===== config.mk =====
export PLATFORM = sky130hd
export DESIGN_NAME = hazard_ctrl
export DESIGN_NICKNAME = d
export VERILOG_FILES = /design/src/rtl/hazard_pkg.sv /design/src/rtl/hazard_fwd_sel.sv /design/src/rtl/hazard_ctrl.sv
export SDC_FILE = /design/constraint.sdc
export NUM_CORES = 1
export LEC_CHECK = 0
export ABC_AREA = 1
export CAP_MARGIN = 20
export CORE_MARGIN = 2
export CORE_UTILIZATION = 35
export DETAILED_ROUTE_END_ITERATION = 8
export PLACE_DENSITY = 0.81
export SLEW_MARGIN = 20
export SYNTH_ARGS = -nofsm -noshare
export SYNTH_HDL_FRONTEND = slang
export SYNTH_HIERARCHICAL = 1
export SYNTH_SLANG_ARGS = --single-unit

===== constraint.sdc =====
create_clock -name clk -period 1.3 [get_ports clk]
set_input_delay 0.26 -clock clk [delete_from_list [all_inputs] [get_ports clk]]
set_output_delay 0.26 -clock clk [all_outputs]
set_load 0.02 [all_outputs]

===== src/rtl/hazard_pkg.sv =====
// Shared types and helpers for the pipeline hazard controller.
// Provides the forwarding select encoding and the load-use counter width function.
package hazard_pkg;

  typedef enum logic [1:0] {
    FWD_NONE = 2'b00,
    FWD_MEM  = 2'b01,
    FWD_WB   = 2'b10
  } fwd_sel_t;

  // Counter must hold LOAD_LAT-1; never narrower than one bit.
  function automatic int LU_CNT_W(input int load_lat);
    int w;
    w = $clog2(load_lat + 1);
    return (w < 1) ? 1 : w;
  endfunction

endpackage


===== src/rtl/hazard_fwd_sel.sv =====
// Per-operand forwarding select: M-stage result wins over W-stage, register 0 never forwards.
// Purely combinational.
module hazard_fwd_sel
  import hazard_pkg::*;
#(
  parameter int REG_W = 5
) (
  input  logic [REG_W-1:0] src,
  input  logic             reg_write_enM,
  input  logic [REG_W-1:0] reg_writeM,
  input  logic             reg_write_enW,
  input  logic [REG_W-1:0] reg_writeW,
  output fwd_sel_t         sel
);

  logic src_nz;
  logic hit_m;
  logic hit_w;

  assign src_nz = (src != '0);
  assign hit_m  = src_nz & reg_write_enM & (src == reg_writeM);
  assign hit_w  = src_nz & reg_write_enW & (src == reg_writeW);

  always_comb begin
    sel = FWD_NONE;
    if (hit_m) begin
      sel = FWD_MEM;
    end else if (hit_w) begin
      sel = FWD_WB;
    end
  end

endmodule


===== src/rtl/hazard_ctrl.sv =====
// Hazard controller: forwarding, multi-cycle load-use interlock, stall merge, flushes.
// Optional performance counters are built when HAZARD_PERF_CNT_EN is defined.
module hazard_ctrl
  import hazard_pkg::*;
#(
  parameter int REG_W    = 5,
  parameter int LOAD_LAT = 1,
  parameter int N_STALL  = 4
) (
  input  logic               clk,
  input  logic               rst,
`ifdef HAZARD_PERF_CNT_EN
  input  logic               perf_clr,
  output logic [31:0]        perf_lu_cycles,
  output logic [31:0]        perf_long_cycles,
  output logic [31:0]        perf_pred_flushes,
`endif
  input  logic [N_STALL-1:0] long_stall_req,
  input  logic               loadE,
  input  logic               flush_pred_failedM,
  input  logic               flush_exceptionM,
  input  logic [REG_W-1:0]   rsD,
  input  logic [REG_W-1:0]   rtD,
  input  logic [REG_W-1:0]   rsE,
  input  logic [REG_W-1:0]   rtE,
  input  logic               reg_write_enE,
  input  logic               reg_write_enM,
  input  logic               reg_write_enW,
  input  logic [REG_W-1:0]   reg_writeE,
  input  logic [REG_W-1:0]   reg_writeM,
  input  logic [REG_W-1:0]   reg_writeW,
  output logic               stallF,
  output logic               stallD,
  output logic               stallE,
  output logic               stallM,
  output logic               stallW,
  output logic               flushF,
  output logic               flushD,
  output logic               flushE,
  output logic               flushM,
  output logic               flushW,
  output logic [1:0]         forward_aE,
  output logic [1:0]         forward_bE,
  output logic               lu_busy
);

  localparam int               CNT_W   = LU_CNT_W(LOAD_LAT);
  localparam logic [CNT_W-1:0] LU_LOAD = CNT_W'(LOAD_LAT - 1);

  fwd_sel_t         fwd_a;
  fwd_sel_t         fwd_b;
  logic             long_stall;
  logic             pred_eff;
  logic             flush_any;
  logic             hit_rs;
  logic             hit_rt;
  logic             detect;
  logic             pend;
  logic             pend_next;
  logic [CNT_W-1:0] lu_cnt;
  logic [CNT_W-1:0] lu_cnt_next;

  hazard_fwd_sel #(.REG_W(REG_W)) u_fwd_a (
    .src           (rsE),
    .reg_write_enM (reg_write_enM),
    .reg_writeM    (reg_writeM),
    .reg_write_enW (reg_write_enW),
    .reg_writeW    (reg_writeW),
    .sel           (fwd_a)
  );

  hazard_fwd_sel #(.REG_W(REG_W)) u_fwd_b (
    .src           (rtE),
    .reg_write_enM (reg_write_enM),
    .reg_writeM    (reg_writeM),
    .reg_write_enW (reg_write_enW),
    .reg_writeW    (reg_writeW),
    .sel           (fwd_b)
  );

  assign forward_aE = fwd_a;
  assign forward_bE = fwd_b;

  // A mispredict seen under a global stall is parked in pend and released on the first free cycle.
  assign long_stall = |long_stall_req;
  assign pred_eff   = (flush_pred_failedM | pend) & ~long_stall;
  assign flush_any  = flush_exceptionM | pred_eff;

  assign hit_rs  = (rsD != '0) & (rsD == reg_writeE);
  assign hit_rt  = (rtD != '0) & (rtD == reg_writeE);
  assign detect  = loadE & reg_write_enE & (hit_rs | hit_rt) & ~flush_any;
  assign lu_busy = detect | ((lu_cnt != '0) & ~flush_any);

  always_comb begin
    lu_cnt_next = lu_cnt;
    if (flush_any) begin
      lu_cnt_next = '0;
    end else if (!long_stall) begin
      if (lu_cnt != '0) begin
        lu_cnt_next = lu_cnt - CNT_W'(1);
      end else if (detect) begin
        lu_cnt_next = LU_LOAD;
      end
    end
  end

  always_comb begin
    pend_next = pend;
    if (flush_exceptionM || !long_stall) begin
      pend_next = 1'b0;
    end else if (flush_pred_failedM) begin
      pend_next = 1'b1;
    end
  end

  always_ff @(posedge clk or negedge rst) begin
    if (!rst) begin
      lu_cnt <= '0;
      pend   <= 1'b0;
    end else begin
      lu_cnt <= lu_cnt_next;
      pend   <= pend_next;
    end
  end

  assign stallF = long_stall | lu_busy;
  assign stallD = long_stall | lu_busy;
  assign stallE = long_stall;
  assign stallM = long_stall;
  assign stallW = long_stall;

  // The bubble into E is only inserted when E itself is free to advance.
  assign flushF = 1'b0;
  assign flushD = flush_exceptionM;
  assign flushE = flush_exceptionM | pred_eff | (lu_busy & ~long_stall);
  assign flushM = flush_exceptionM;
  assign flushW = 1'b0;

`ifdef HAZARD_PERF_CNT_EN
  always_ff @(posedge clk or negedge rst) begin
    if (!rst) begin
      perf_lu_cycles    <= '0;
      perf_long_cycles  <= '0;
      perf_pred_flushes <= '0;
    end else if (perf_clr) begin
      perf_lu_cycles    <= '0;
      perf_long_cycles  <= '0;
      perf_pred_flushes <= '0;
    end else begin
      if (lu_busy && !long_stall && (perf_lu_cycles != '1)) begin
        perf_lu_cycles <= perf_lu_cycles + 32'd1;
      end
      if (long_stall && (perf_long_cycles != '1)) begin
        perf_long_cycles <= perf_long_cycles + 32'd1;
      end
      if (pred_eff && (perf_pred_flushes != '1)) begin
        perf_pred_flushes <= perf_pred_flushes + 32'd1;
      end
    end
  end
`endif

endmodule


==> flow_results.xml, run 1 <==
<?xml version="1.0" encoding="UTF-8"?>
<metrics>
  <group name="outcome">
    <metric name="outcome" unit="">complete, but fails checks</metric>
    <metric name="failed_checks" unit="">negative setup slack</metric>
  </group>
  <group name="layout">
    <metric name="largestRegisters" unit="">pend (1)</metric>
    <metric name="most-common-layout-cells" unit="">sky130_fd_sc_hd__nand2_1, sky130_fd_sc_hd__inv_1, sky130_fd_sc_hd__buf_6</metric>
    <metric name="mostFrequentLayoutCell" unit="">sky130_fd_sc_hd__nand2_1</metric>
    <metric name="ff_latch_area" unit="sq um">25.02</metric>
    <metric name="drive_above_1_share" unit="%">41.42</metric>
    <metric name="area_growth_syn_to_layout" unit="%">77.67</metric>
    <metric name="final_cell_count_no_fill" unit="">298</metric>
    <metric name="number_of_nets_at_the_end_of_the_flow" unit="">317</metric>
    <metric name="largest_register_ffs" unit="">1</metric>
    <metric name="most_flop_heavy_register" unit="">pend</metric>
    <metric name="n_fill_cell" unit="">244</metric>
    <metric name="multi_input_gate_area_in_the_final_layout" unit="sq um">690.7</metric>
    <metric name="insertedDiodeCount" unit="">0</metric>
    <metric name="finalInstanceArea" unit="sq um">1543</metric>
    <metric name="finish.utilization" unit="%">64.02</metric>
  </group>
  <group name="power">
    <metric name="power_switching_share" unit="%">46.59</metric>
    <metric name="power.density_cell_area" unit="nW/um^2">310.4</metric>
    <metric name="vdd_drop_max" unit="uV">217.7</metric>
    <metric name="power.combinational.fraction" unit="%">92.6</metric>
    <metric name="p_leak" unit="nW">1.005</metric>
    <metric name="seq_power_share" unit="%">7.4</metric>
    <metric name="cell_internal_power" unit="uW">255.7</metric>
    <metric name="total_switching_power" unit="uW">223.1</metric>
    <metric name="power.clock.fraction" unit="%">0</metric>
  </group>
  <group name="sta">
    <metric name="final-hold-violation-count" unit="">0</metric>
    <metric name="fin_ws" unit="ps">-104.6</metric>
    <metric name="report.final.setup_viol" unit="">4</metric>
    <metric name="layout_min_cycle_time" unit="ps">1405</metric>
    <metric name="grt_setup_unrepaired" unit="">true</metric>
    <metric name="max_slew_violations" unit="">0</metric>
    <metric name="max_freq" unit="MHz">711.9</metric>
    <metric name="tns" unit="ps">-233.1</metric>
    <metric name="final.setup_skew" unit="ps">0</metric>
    <metric name="final_cycle_utilization_of_the_critical_path" unit="%">108.0</metric>
  </group>
  <group name="worst_hold_path">
    <metric name="holdCritPathClass" unit="">in -&gt; async</metric>
  </group>
  <group name="die">
    <metric name="core-area" unit="sq um">2410</metric>
    <metric name="pin_count" unit="">62</metric>
    <metric name="start_util" unit="%">36.03</metric>
    <metric name="horizontal_die_dimension" unit="um">53.81</metric>
    <metric name="die_area" unit="sq um">2896</metric>
    <metric name="rows" unit="">18</metric>
    <metric name="vertical_extent_of_the_die" unit="um">53.81</metric>
  </group>
  <group name="logic_synthesis">
    <metric name="ys_seq_area_share" unit="%">2.882</metric>
    <metric name="synth_cell_types" unit="">12</metric>
    <metric name="post_synth_inst_count" unit="">208</metric>
    <metric name="synthesis.area_per_instance" unit="sq um">4.175</metric>
    <metric name="synthesis.yosys.warnings" unit="">6</metric>
    <metric name="synth.ff_latch_count" unit="">1</metric>
    <metric name="syn_area" unit="sq um">868.3</metric>
  </group>
  <group name="critical_path">
    <metric name="endpoint_kind" unit="">output pin</metric>
    <metric name="critical_path_peak_fanout" unit="">3</metric>
    <metric name="largest_stage_delay_on_the_critical_path" unit="ps">130</metric>
    <metric name="critPathKind" unit="">in -&gt; out</metric>
    <metric name="critical-path-slowest-cell" unit="">sky130_fd_sc_hd__buf_6</metric>
    <metric name="crit_chain" unit="">buf_6 &gt; inv_1 &gt; nand2_1 &gt; nand2_1 &gt; nor2_2 &gt; nand3_2 &gt; nand2_2 &gt; nand3_1 &gt; nand2_1 &gt; buf_6</metric>
    <metric name="r2r_cells" unit="">7</metric>
    <metric name="required" unit="ps">1040</metric>
    <metric name="critPathLaunchType" unit="">input pin</metric>
    <metric name="cp.arrival" unit="ps">1140</metric>
    <metric name="cp_common_cell" unit="">sky130_fd_sc_hd__nand2_1</metric>
  </group>
  <group name="detailed_routing">
    <metric name="wire_per_inst" unit="um">9.547</metric>
    <metric name="viasPerCell" unit="">4.275</metric>
    <metric name="totalWireLength" unit="mm">2.845</metric>
    <metric name="firstDrtPassIters" unit="">4</metric>
    <metric name="detail_route.drc_violations" unit="">0</metric>
    <metric name="route.vias.total" unit="">1274</metric>
    <metric name="drt-initial-drc-count" unit="">16</metric>
    <metric name="ant_nets" unit="">0</metric>
  </group>
  <group name="placed_design">
    <metric name="port_buffers" unit="">59</metric>
    <metric name="place_hpwl" unit="mm">2.096</metric>
    <metric name="place_inst" unit="">291</metric>
    <metric name="place_congestion" unit="">0.7751</metric>
    <metric name="place_area" unit="sq um">1463</metric>
  </group>
  <group name="flow_run">
    <metric name="max_cap_viol_count" unit="">0</metric>
  </group>
  <group name="grt">
    <metric name="grt.total_usage" unit="%">17.53</metric>
    <metric name="globalRoute.totalOverflow" unit="">0</metric>
    <metric name="grt_pass1_vias" unit="">1051</metric>
    <metric name="antenna_found_initial" unit="">0</metric>
    <metric name="grt_max_degree" unit="">6</metric>
    <metric name="grt_pass1_wl" unit="mm">3.912</metric>
  </group>
  <group name="cts">
    <metric name="clk_lat_worst_skew" unit="ps">0</metric>
    <metric name="cts.reportedPaths.clkPinSlew" unit="ps">0</metric>
    <metric name="cts-hold-fix-buffers" unit="">0</metric>
  </group>
</metrics>
==> worst max-delay path: cells and delay by family <==
family        cells  cell delay (ps)
buf+inv           3              260
simple gates      7              630
==> metal layers <==
layer  up-vias  share of wire [%]  track usage [%]
li1        699                  -                -
met1       529                 42            20.13
met2        42                 52            35.77
met3         4                5.2            1.111
met4         0                1.0            1.282
met5         -                  0                0
==> cells by family (layout without fill, tap and decap cells) <==
family | after synthesis | in the layout | share of synthesized area [%]
AND/OR/NAND/NOR | 143 | 143 | 64.12
buffers and inverters | 60 | 119 | 29.83
AO/OA/AOI/OAI | 3 | 3 | 2.737
other | 1 | 2 | 0.4319
flip-flops | 1 | 1 | 2.881
==> synthesized netlist by cell type (all sizes together) <==
| cell type | count | area (sq um) |
|---|---|---|
| buf | 9 | 67.56 |
| a21boi | 2 | 15.01 |
| nand3 | 8 | 45.04 |
| conb | 1 | 3.750 |
| nor2 | 33 | 128.9 |
| dfrtp | 1 | 25.02 |
| a21oi | 1 | 8.760 |
| inv | 51 | 191.4 |
| nand2 | 102 | 382.9 |
==> per-stage QoR <==
stage	hold slack (ps)	power [mW]	setup WS [ps]
after CTS	412.6	0.4080	-21.68
final	413.6	0.4788	-104.6
after global placement	409.2	0.4237	-914.4
after floorplan	-35.59	0.2205	3.752
after detailed placement	411.3	0.4269	-914.5
after global routing	431.7	0.5264	-184.4
==> worst paths after layout <==
path,startpoint,endpoint,slack [ps]
setup / recovery,rtD[1],flushE,-100
hold / removal,rst,pend$_DFFE_PN0P_,410
setup reg to reg,pend$_DFFE_PN0P_,pend$_DFFE_PN0P_,150
hold reg to reg,pend$_DFFE_PN0P_,pend$_DFFE_PN0P_,1060
max in group asynchronous,rst,pend$_DFFE_PN0P_,780
min in group clk,flush_exceptionM,pend$_DFFE_PN0P_,650
==> power groups by stage <==
| stage | clock network, mW | registers [mW] | logic [mW] |
|---|---|---|---|
| floorplan | 0 | 0.0344 | 0.186 |
| global placement | 0 | 0.0345 | 0.389 |
| detailed placement | 0 | 0.0345 | 0.392 |
| CTS | 0 | 0.0349 | 0.373 |
| global route | 0 | 0.0354 | 0.491 |
| finish | 0 | 0.0353 | 0.443 |
==> cell type report <==
cell class,count,share of cell area (%)
inverter,51,12.73
multi-input combinational,148,44.77
sequential,1,1.622
tap,30,2.433
timing repair buffer,68,38.44
==> repair_timing <==
item                       CTS  global route
setup buffers                7             0
setup endpoints to repair   13             8
pin swaps                   40            45
gates resized for setup    239            70
gates cloned                 0             0
(Power assumes the default switching activity.)
==> inputs of run 2 (changes only) <==
--- a/config.mk
+++ b/config.mk
@@ -6,7 +6,7 @@
 export NUM_CORES = 1
 export LEC_CHECK = 0
 export ABC_AREA = 1
-export CAP_MARGIN = 20
+export CAP_MARGIN = 10
 export CORE_MARGIN = 2
 export CORE_UTILIZATION = 35
 export DETAILED_ROUTE_END_ITERATION = 8
==> results of run 2 <==
Same layout as run 1: the final DEF is identical, and so are final timing and power.
==> inputs of run 3 (changes only) <==
--- a/config.mk
+++ b/config.mk
@@ -11,7 +11,6 @@
 export CORE_UTILIZATION = 35
 export DETAILED_ROUTE_END_ITERATION = 8
 export PLACE_DENSITY = 0.81
-export SLEW_MARGIN = 20
 export SYNTH_ARGS = -nofsm -noshare
 export SYNTH_HDL_FRONTEND = slang
 export SYNTH_HIERARCHICAL = 1
==> results of run 3 <==
Same layout as run 1: the final DEF is identical, and so are final timing and power.
